File: src/rtl/multicycle_control.sv
// Moore control FSM for a multicycle MIPS datapath with one shared ALU and one
// unified instruction/data memory. It drives every mux select and write enable.
module multicycle_control #(
  parameter int STATE_W = 4
) (
  input  logic               clk,
  input  logic               rst_n,
  input  logic [5:0]         opcode,
  input  logic               zero,
  input  logic               mem_ready,
  output logic               mem_req,
  output logic               mem_write,
  output logic               i_or_d,
  output logic               ir_write,
  output logic               pc_en,
  output logic [1:0]         pc_src,
  output logic               alu_src_a,
  output logic [1:0]         alu_src_b,
  output logic [1:0]         alu_op,
  output logic               reg_dst,
  output logic               mem_to_reg,
  output logic               reg_write,
  output logic               illegal_op,
  output logic [STATE_W-1:0] state_dbg
);

  localparam logic [5:0] OP_RTYPE = 6'h00;
  localparam logic [5:0] OP_J     = 6'h02;
  localparam logic [5:0] OP_BEQ   = 6'h04;
  localparam logic [5:0] OP_ADDI  = 6'h08;
  localparam logic [5:0] OP_LW    = 6'h23;
  localparam logic [5:0] OP_SW    = 6'h2B;

  typedef enum logic [STATE_W-1:0] {
    S_FETCH  = STATE_W'(0),
    S_DECODE = STATE_W'(1),
    S_MEMADR = STATE_W'(2),
    S_MEMRD  = STATE_W'(3),
    S_MEMWB  = STATE_W'(4),
    S_MEMWR  = STATE_W'(5),
    S_EXEC   = STATE_W'(6),
    S_ALUWB  = STATE_W'(7),
    S_BRANCH = STATE_W'(8),
    S_ADDIEX = STATE_W'(9),
    S_ADDIWB = STATE_W'(10),
    S_JUMP   = STATE_W'(11),
    S_TRAP   = STATE_W'(12)
  } state_t;

  state_t state;
  state_t next_state;
  logic   illegal_q;

  // Ungated control values; the write-type enables are masked by reset below.
  logic       mem_req_c;
  logic       mem_write_c;
  logic       ir_write_c;
  logic       pc_en_c;
  logic       reg_write_c;

  // Memory handshake: mem_req (and mem_write, i_or_d) stay asserted and stable
  // in a memory state until the cycle in which mem_ready=1; that cycle
  // completes the transfer and the FSM leaves the state on the next edge.
  always_ff @(posedge clk) begin
    if (!rst_n) begin
      state     <= S_FETCH;
      illegal_q <= 1'b0;
    end else begin
      state <= next_state;
      if (next_state == S_TRAP)
        illegal_q <= 1'b1;
    end
  end

  always_comb begin
    next_state  = S_FETCH;
    mem_req_c   = 1'b0;
    mem_write_c = 1'b0;
    i_or_d      = 1'b0;
    ir_write_c  = 1'b0;
    pc_en_c     = 1'b0;
    pc_src      = 2'b00;
    alu_src_a   = 1'b0;
    alu_src_b   = 2'b00;
    alu_op      = 2'b00;
    reg_dst     = 1'b0;
    mem_to_reg  = 1'b0;
    reg_write_c = 1'b0;

    unique case (state)
      S_FETCH: begin
        mem_req_c  = 1'b1;
        alu_src_b  = 2'b01;
        ir_write_c = mem_ready;
        pc_en_c    = mem_ready;
        next_state = mem_ready ? S_DECODE : S_FETCH;
      end
      S_DECODE: begin
        // Branch target is computed speculatively into ALUOut here.
        alu_src_b = 2'b11;
        case (opcode)
          OP_LW, OP_SW: next_state = S_MEMADR;
          OP_RTYPE:     next_state = S_EXEC;
          OP_BEQ:       next_state = S_BRANCH;
          OP_ADDI:      next_state = S_ADDIEX;
          OP_J:         next_state = S_JUMP;
          default:      next_state = S_TRAP;
        endcase
      end
      S_MEMADR: begin
        alu_src_a  = 1'b1;
        alu_src_b  = 2'b10;
        next_state = (opcode == OP_SW) ? S_MEMWR : S_MEMRD;
      end
      S_MEMRD: begin
        mem_req_c  = 1'b1;
        i_or_d     = 1'b1;
        next_state = mem_ready ? S_MEMWB : S_MEMRD;
      end
      S_MEMWB: begin
        reg_write_c = 1'b1;
        mem_to_reg  = 1'b1;
        next_state  = S_FETCH;
      end
      S_MEMWR: begin
        mem_req_c   = 1'b1;
        mem_write_c = 1'b1;
        i_or_d      = 1'b1;
        next_state  = mem_ready ? S_FETCH : S_MEMWR;
      end
      S_EXEC: begin
        alu_src_a  = 1'b1;
        alu_op     = 2'b10;
        next_state = S_ALUWB;
      end
      S_ALUWB: begin
        reg_write_c = 1'b1;
        reg_dst     = 1'b1;
        next_state  = S_FETCH;
      end
      S_BRANCH: begin
        alu_src_a  = 1'b1;
        alu_op     = 2'b01;
        pc_src     = 2'b01;
        pc_en_c    = zero;
        next_state = S_FETCH;
      end
      S_ADDIEX: begin
        alu_src_a  = 1'b1;
        alu_src_b  = 2'b10;
        next_state = S_ADDIWB;
      end
      S_ADDIWB: begin
        reg_write_c = 1'b1;
        next_state  = S_FETCH;
      end
      S_JUMP: begin
        pc_src     = 2'b10;
        pc_en_c    = 1'b1;
        next_state = S_FETCH;
      end
      S_TRAP: begin
        next_state = S_TRAP;
      end
      default: begin
        // Unused encodings recover to FETCH with everything idle.
        next_state = S_FETCH;
      end
    endcase
  end

  assign mem_req    = mem_req_c   & rst_n;
  assign mem_write  = mem_write_c & rst_n;
  assign ir_write   = ir_write_c  & rst_n;
  assign pc_en      = pc_en_c     & rst_n;
  assign reg_write  = reg_write_c & rst_n;
  assign illegal_op = illegal_q;
  assign state_dbg  = state;

endmodule

File: config.mk
export PLATFORM = sky130hd
export DESIGN_NAME = multicycle_control
export DESIGN_NICKNAME = d
export VERILOG_FILES = /design/src/rtl/multicycle_control.sv
export SDC_FILE = /design/constraint.sdc
export NUM_CORES = 1
export LEC_CHECK = 0
export CAP_MARGIN = 15
export CORE_MARGIN = 2
export CORE_UTILIZATION = 40
export DETAILED_ROUTE_END_ITERATION = 8
export PLACE_DENSITY = 0.78
export SYNTH_ARGS = -nofsm -noshare
export SYNTH_HDL_FRONTEND = slang
export SYNTH_SLANG_ARGS = --single-unit
File: constraint.sdc
create_clock -name clk -period 2.1 [get_ports clk]
set_input_delay 0.42 -clock clk [delete_from_list [all_inputs] [get_ports clk]]
set_output_delay 0.42 -clock clk [all_outputs]
set_load 0.02 [all_outputs]
==> run summary, run 1 <==
Synthesis inferred 5 register bits. The element type at the critical path end is an output pin. The number of vias per cell after detailed routing is 5.68.

The worst register-to-register path begins at state_dbg[2]. The TritonCTS sink count came out at 5. Internal power comes to 365 µW. The final worst slack came out at 105 ps. The maximum net fanout on the critical path is 2.

The kind of cell adding the most delay to the critical path is buffers and inverters. The startpoint identified for the worst hold timing path is illegal_op. In this run, flip-flops and latches consume 20.2% of the power. The via count of the first global-routing pass is 756.

The period utilization came out at 95.0%. The row count is 14. The total negative slack is 0 ps. The count of antenna diodes in the layout came out at 0.

The worst slew margin relative to its limit came out at 78.0%. The die is 44.0 µm wide. The number of levels in the clock H-tree is 1. The global placer's final weighted congestion came out at 0.896. Sorting the synthesized cells by area gives the leading types as sky130_fd_sc_hd__dfxtp_1, sky130_fd_sc_hd__nor3_1, sky130_fd_sc_hd__nor2_1.

The transition time at the pin with the least slew margin came out at 329 ps. The average cell area after synthesis came out at 7.03 µm². The switching power total came out at 269 µW. The critical path goes through clkdlybuf4s50_1 -> nand2_1 -> nor2_1 -> a21oi_1 -> nor3_1 -> dlygate4sd2_1.

In this run the worst hold path is classified as flip-flop to flip-flop. The number of detailed-routing iterations run before antenna repair is 4. The non-filler instance count after layout came out at 148. The critical-path cell with the highest stage delay is sky130_fd_sc_hd__clkdlybuf4s50_1. The net count of the finished layout is 143. Setup repair after global routing left no endpoint under its margin. The largest clock skew in the final design came out at 2.26 ps. The cell count after synthesis came out at 91.

After detailed routing, the number of remaining DRC violations is 0. Once the floorplan was initialized, standard cells occupied 42.4% of the core. Clock-pin slew was measured on the worst setup and hold paths at 40 ps. Synthesis produced a netlist with a net count of 101. The number of placed instances, taps included is 144. The total count of max-transition violations in the final report came out at 0. Summing every instance area after synthesis gives 639 µm². The final worst hold slack came out at 476 ps. Per report_power, the combinational group accounts for 62.9% of the total. The die extent in y came out at 44.0 µm.

The aggregate global-route resource usage is 21.4%. The clock period minus final worst setup slack is 1990 ps. Compared with the post-synthesis result, the final layout area differs by 65.4%.

The placeable core region came out at 1510 µm². The fraction of power spent switching nets came out at 42.4%. The mean routed wirelength per cell came out at 13.3 µm.

For this design the static power due to leakage is 0.526 nW. At the worst endpoint, the required time is 1680 ps. The count of final setup violators came out at 0. The flow ran to the end, and the final reports show no timing, DRC or antenna violations. The maximum number of pins on one net before global-route repair came out at 16. The ratio of cells with drive above 1 in the final layout is 18.2%. Detailed placement finished with a half-perimeter wire length of 1.49 mm. The number of warning messages in the yosys log is 0.

The number of input and output port buffers inserted came out at 29. The total number of vias is 841. The final wirelength came out at 1.96 mm. The initial antenna violation count is 0. The clock tree buffer depth came out at 2.

The final hold violation count came out at 0. The count of max-cap constraint violations came out at 0. The number of clock buffers inserted by TritonCTS came out at 3.

The first-pass GRT wire length is 3.21 mm. The final antenna-violating net count came out at 0. The total die area came out at 1930 µm². The total power density per cell area is 600 nW/µm². The worst setup path is of the primary input to output pin kind. The buffer count from post-CTS setup fixing came out at 0. The arrival time of data at the critical path endpoint came out at 1570 ps.

The pre-CTS worst setup slack is -207 ps. For this run, the register share of the synthesized area comes to 15.7%. The clock tree root buffer cell is sky130_fd_sc_hd__clkbuf_4. The biggest area contributor in the post-synthesis netlist is sky130_fd_sc_hd__dfxtp_1. The top achievable clock speed came out at 0.501 GHz. The total global routing overflow is 0. The largest incremental delay on the critical path came out at 490 ps. At the later pin of the worst-skew pair, clock insertion delay measures 230 ps. In this run, the clock network consumes 16.9% of the power.

The number of different library cells in the post-synthesis netlist came out at 40. The number of ports placed on the die boundary is 30. The critical path starts at mem_ready.

The clock tree from TritonCTS is built. The worst-case IR drop observed on VDD is 0.000623 V. The critical path contains buffers and inverters numbering 2 combined.

The count of routing violations after the opening detailed-route iteration came out at 13. STA classifies the critical path startpoint as a primary input. The share of Yosys cell area claimed by the top area cell type came out at 15.7%.
[kinds of logic after synthesis]
kind of cell,share of synthesized area [%]
simple gates,50.3
compound gates,19.6
buf+inv,8.81
flops,15.7
xor+xnor,4.11
mux,1.57
[area by class of cell]
cell class,instances,area (µm²)
clock buffers,4,26.3
fillers,136,449
inverters,2,7.51
multi-input cells,77,484
flip-flops and latches,5,101
well taps,16,20.0
repair buffers,44,418
[synthesized netlist by cell type (all sizes together)]
library cell,instances
a2111oi,1
a21boi,1
a21oi,5
a31oi,2
a32o,1
and2b,1
and3b,1
buf,6
clkbuf,1
dfxtp,5
inv,2
mux2i,1
nand2,7
nand2b,6
nand3,2
nand3b,1
nand4bb,1
nor2,10
nor2b,1
nor3,10
nor3b,3
nor4,1
o2111ai,1
o21ai,4
o22a,1
o22ai,1
o32ai,2
or2,3
or2b,1
or3,2
or4,2
or4b,2
xnor2,3
[path summary, 6_finish.rpt]
check	endpoint	cells past startpoint	slack (ps)
setup / recovery	pc_en	6	110
hold / removal	illegal_op	1	480
setup reg to reg	illegal_op	5	380
hold reg to reg	illegal_op	1	480
[per-stage QoR]
stage | utilization, % | total power [mW] | instance area (µm²)
after floorplan | - | 0.371 | 639
after global placement | 68.1 | 0.547 | 1030
after detailed placement | 68.1 | 0.551 | 1030
after CTS | 68.9 | 0.639 | 1040
after global routing | 70.2 | 0.679 | 1060
final | 70.2 | 0.634 | 1060
[worst reg2reg max path, delay by kind of cell, from the launching register on]
kind,cells,cell delay [ps]
AND/OR/NAND/NOR,2,830
AO/OA/AOI/OAI,2,360
flip-flops,1,330
buffers and inverters,1,150
[sequential cells by signal (all words and copies together), names as in the netlist]
name and cells:
illegal_op 1, state_dbg 4
[timing repair]
| item | CTS | global route |
|---|---|---|
| endpoints found under the setup margin | 12 | 6 |
| resized for setup | 13 | 8 |
| hold buffers | 0 | 0 |
[power groups by stage]
stage	sequential, mW	combinational (mW)	clock, mW
2_1_floorplan	0.142	0.229	0
3_3_place_gp	0.128	0.419	0
3_5_place_dp	0.129	0.422	0
4_1_cts	0.128	0.398	0.112
5_1_grt	0.131	0.433	0.115
6_report	0.128	0.399	0.107
[routing by layer]
metal,wire length [µm],share of wire (%),vias to the layer above,global-route usage [%]
li1,-,-,417,-
met1,900,46,393,28.6
met2,910,46,31,35.9
met3,151,7.7,0,5.00
met4,0,0,0,2.42
met5,0,0,-,0
[cell usage in the layout, fill, tap and decap left out, types with 2 or more instances in the layout]
master,netlist,layout
sky130_fd_sc_hd__nand2_1,7,7
sky130_fd_sc_hd__clkbuf_4,0,3
sky130_fd_sc_hd__o21ai_0,3,3
sky130_fd_sc_hd__or2_2,2,2
sky130_fd_sc_hd__nand2b_1,5,5
sky130_fd_sc_hd__o32ai_1,2,2
sky130_fd_sc_hd__inv_1,2,2
sky130_fd_sc_hd__clkdlybuf4s50_1,0,10
sky130_fd_sc_hd__nand3_1,2,2
sky130_fd_sc_hd__nor3b_1,2,2
sky130_fd_sc_hd__a31oi_1,2,2
sky130_fd_sc_hd__a21oi_1,5,5
sky130_fd_sc_hd__dlymetal6s2s_1,0,7
sky130_fd_sc_hd__nor2_1,10,10
sky130_fd_sc_hd__or3_1,2,2
sky130_fd_sc_hd__or4b_1,2,2
sky130_fd_sc_hd__buf_4,1,14
sky130_fd_sc_hd__dlygate4sd2_1,0,12
sky130_fd_sc_hd__xnor2_1,3,3
sky130_fd_sc_hd__nor3_1,10,10
sky130_fd_sc_hd__dfxtp_1,5,4
Power figures use the tool's default switching activity.
==> inputs of run 2 (changes only) <==
--- a/config.mk
+++ b/config.mk
@@ -5,10 +5,12 @@
 export SDC_FILE = /design/constraint.sdc
 export NUM_CORES = 1
 export LEC_CHECK = 0
+export ABC_AREA = 0
 export CAP_MARGIN = 15
 export CORE_MARGIN = 2
 export CORE_UTILIZATION = 40
 export DETAILED_ROUTE_END_ITERATION = 8
+export GPL_TIMING_DRIVEN = 1
 export PLACE_DENSITY = 0.78
 export SYNTH_ARGS = -nofsm -noshare
 export SYNTH_HDL_FRONTEND = slang
==> results of run 2 <==
Same layout as run 1: the final DEF is identical, and so are final timing and power.
==> inputs of run 3 (changes only) <==
--- a/config.mk
+++ b/config.mk
@@ -15,3 +15,4 @@
 export SYNTH_ARGS = -nofsm -noshare
 export SYNTH_HDL_FRONTEND = slang
 export SYNTH_SLANG_ARGS = --single-unit
+export TNS_END_PERCENT = 10
==> run summary, run 3 (synthesis gave the netlist of run 1 again) <==
The flow ran to the end, and the final reports show no timing, DRC or antenna violations. Summing all placed instances gives a cell area of 1030 µm². The initial core utilization came out at 42.4%. The clock tree buffer depth is 2. Measured against its own limit, the worst slew margin works out to 74.3%. Setup repair after global routing could not meet its margin everywhere. The number of filler instances in the final layout is 138. After detailed routing, the number of remaining DRC violations is 0. The met1 demand-to-capacity share in global routing is 28.6%.

The total power density per cell area is 604 nW/µm². The setup path with the least slack is of type primary input to flip-flop. The number of levels in the clock H-tree is 1. The layer carrying the most global-route usage is met2. The multi-input gate area in the final layout came out at 483 µm². The library cells used most frequently in the layout, excluding fill and tap cells, are sky130_fd_sc_hd__buf_4, sky130_fd_sc_hd__clkdlybuf4s50_1, sky130_fd_sc_hd__dlygate4sd2_1. The number of vias per cell after detailed routing came out at 5.78. The proportion of power drawn by combinational gates is 62.9%. For this design, the CTS-stage hold fixing added 0 buffers. The layout overhead on the synthesized area is 64.4%. Excluding fillers, the count of instances in the completed layout stands at 148. The total count of max-transition violations in the final report came out at 0. The TritonCTS sink count is 5. The path type of the worst min-delay path is flip-flop to flip-flop. The utilization of the core after routing is 69.8%. The largest clock skew in the final design is 2.26 ps.

The die is 44.0 µm tall. The leakage power came out at 0.507 nW. After routing the design area is 1050 µm². Max-cap violations in this run came to 0. The startpoint of the most critical setup path is opcode[3].

The period utilization is 97.2%. The clock tree root buffer cell is sky130_fd_sc_hd__clkbuf_4. The count of final setup violators is 0. In this run the most critical hold path is launched from illegal_op. The clock-pin slew of the registers on the worst-case setup and hold paths came out at 40 ps.

The flip-flop count of the largest register after layout is 4. The startpoint identified for the worst register-to-register timing path is state_dbg[2]. The initial antenna violation count was 0. The placeable core region came out at 1510 µm². The worst setup path is captured at a flip-flop. The mean routed wirelength per cell is 13.4 µm. Once detail routing completed, the nets flagged for antenna violations numbered 0. The global placer's final weighted congestion is 0.896. The clock tree from TritonCTS is built. The floorplan die width came out at 44.0 µm. The via count of the first global-routing pass is 756.

At the pin with the least slew margin, the transition time is 375 ps. The peak supply drop came out at 0.000624 V. Overall power consumption after layout is estimated at 635 µW. The fraction of met2 tracks used by global routing is 35.9%. The number of placed instances, taps included came out at 144. The worst setup path is launched from a primary input. Clock latency on the worst-skew pair, taken at its later pin, is 230 ps. The total number of vias came out at 855. The met3 track demand over resource in global routing came out at 5.00%. Of the cells placed in the final design, the portion with a size suffix greater than 1 is 18.2%. The library cell used most frequently in the layout, excluding fill and tap cells, is sky130_fd_sc_hd__buf_4. The count of routing violations after the opening detailed-route iteration came out at 12. The net count of the finished layout came out at 143. The sequential cell fraction of total power is 20.2%. The switching power total is 269 µW. The number of clock buffers inserted by TritonCTS came out at 3. The number of input and output port buffers inserted came out at 29. The area of all sequential standard cells is 101 µm². The total negative slack is 0 ps.

The number of ports placed on the die boundary is 30. The total die area is 1930 µm². The final hold violation count came to 0. The arrival time of data at the critical path endpoint is 2160 ps. The maximum number of pins on one net before global-route repair came out at 16. The clock network power share is 16.8%.

The number of detailed-routing iterations run before antenna repair came out at 4. The final wirelength is 1.98 mm. The internal power contribution came out at 365 µW. The required time at the worst-slack endpoint is 2220 ps. The routed design could run at a clock period as short as 2040 ps. After global routing the overflow that remains totals 0.

The first global-routing pass estimated 3.21 mm of wire. The total half-perimeter wirelength after legalization and detailed placement is 1.49 mm. The repair_antennas step left the layout with diodes totalling 0. The row count is 14. The aggregate global-route resource usage is 21.4%. The fraction of power spent switching nets is 42.4%.

The register-to-register path setup slack is 380 ps. The top achievable clock speed came out at 0.490 GHz. The maximum net fanout on the critical path is 5.
==> run 3: power by group through the flow <==
stage | combinational [mW] | sequential [mW] | clock, mW
after floorplan | 0.229 | 0.142 | 0
after global placement | 0.419 | 0.128 | 0
after detailed placement | 0.422 | 0.129 | 0
after CTS | 0.398 | 0.128 | 0.112
after global routing | 0.433 | 0.131 | 0.115
final | 0.399 | 0.128 | 0.107
==> run 3: layer usage <==
| layer | share of wire, % | wire length (µm) | vias to the layer above |
|---|---|---|---|
| met4 | 0 | 0 | 0 |
| li1 | - | - | 419 |
| met2 | 46 | 917 | 30 |
| met3 | 7.3 | 145 | 0 |
| met1 | 46 | 913 | 406 |
| met5 | 0 | 0 | - |
==> run 3: cell type report <==
cell class / instances / share of cell area (%)
Multi-Input combinational cell: 77 / 46.0
Clock buffer: 4 / 2.50
Timing Repair Buffer: 44 / 39.3
Tap cell: 16 / 1.90
Inverter: 2 / 0.714
Sequential cell: 5 / 9.64
==> run 3: path summary, 6_finish.rpt <==
check,endpoint,cells after the start
setup / recovery,illegal_op,6
hold / removal,illegal_op,1
setup reg to reg,illegal_op,5
hold reg to reg,illegal_op,1
==> run 3: stage by stage <==
step                      worst slack [ps]  hold slack [ps]
after CTS                             3.22              478
after floorplan                        105              542
after global routing                 -33.2              497
final                                 58.9              476
after global placement                -165              464
after detailed placement              -207              463
==> run 3: critical path: stages <==
cell and delay [ps]:
sky130_fd_sc_hd__clkdlybuf4s50_1 530, sky130_fd_sc_hd__or4b_1 460, sky130_fd_sc_hd__a31oi_1 190, sky130_fd_sc_hd__or4_1 140, sky130_fd_sc_hd__o2111ai_1 160, sky130_fd_sc_hd__a32o_1 260
==> run 3: timing repair <==
item | 4_1_cts | 5_1_grt
pin swaps | 0 | 0
resized for setup | 13 | 5
setup buffers | 0 | 0
gates cloned | 0 | 0
endpoints found under the hold margin | 0 | 0
setup endpoints to repair | 12 | 6
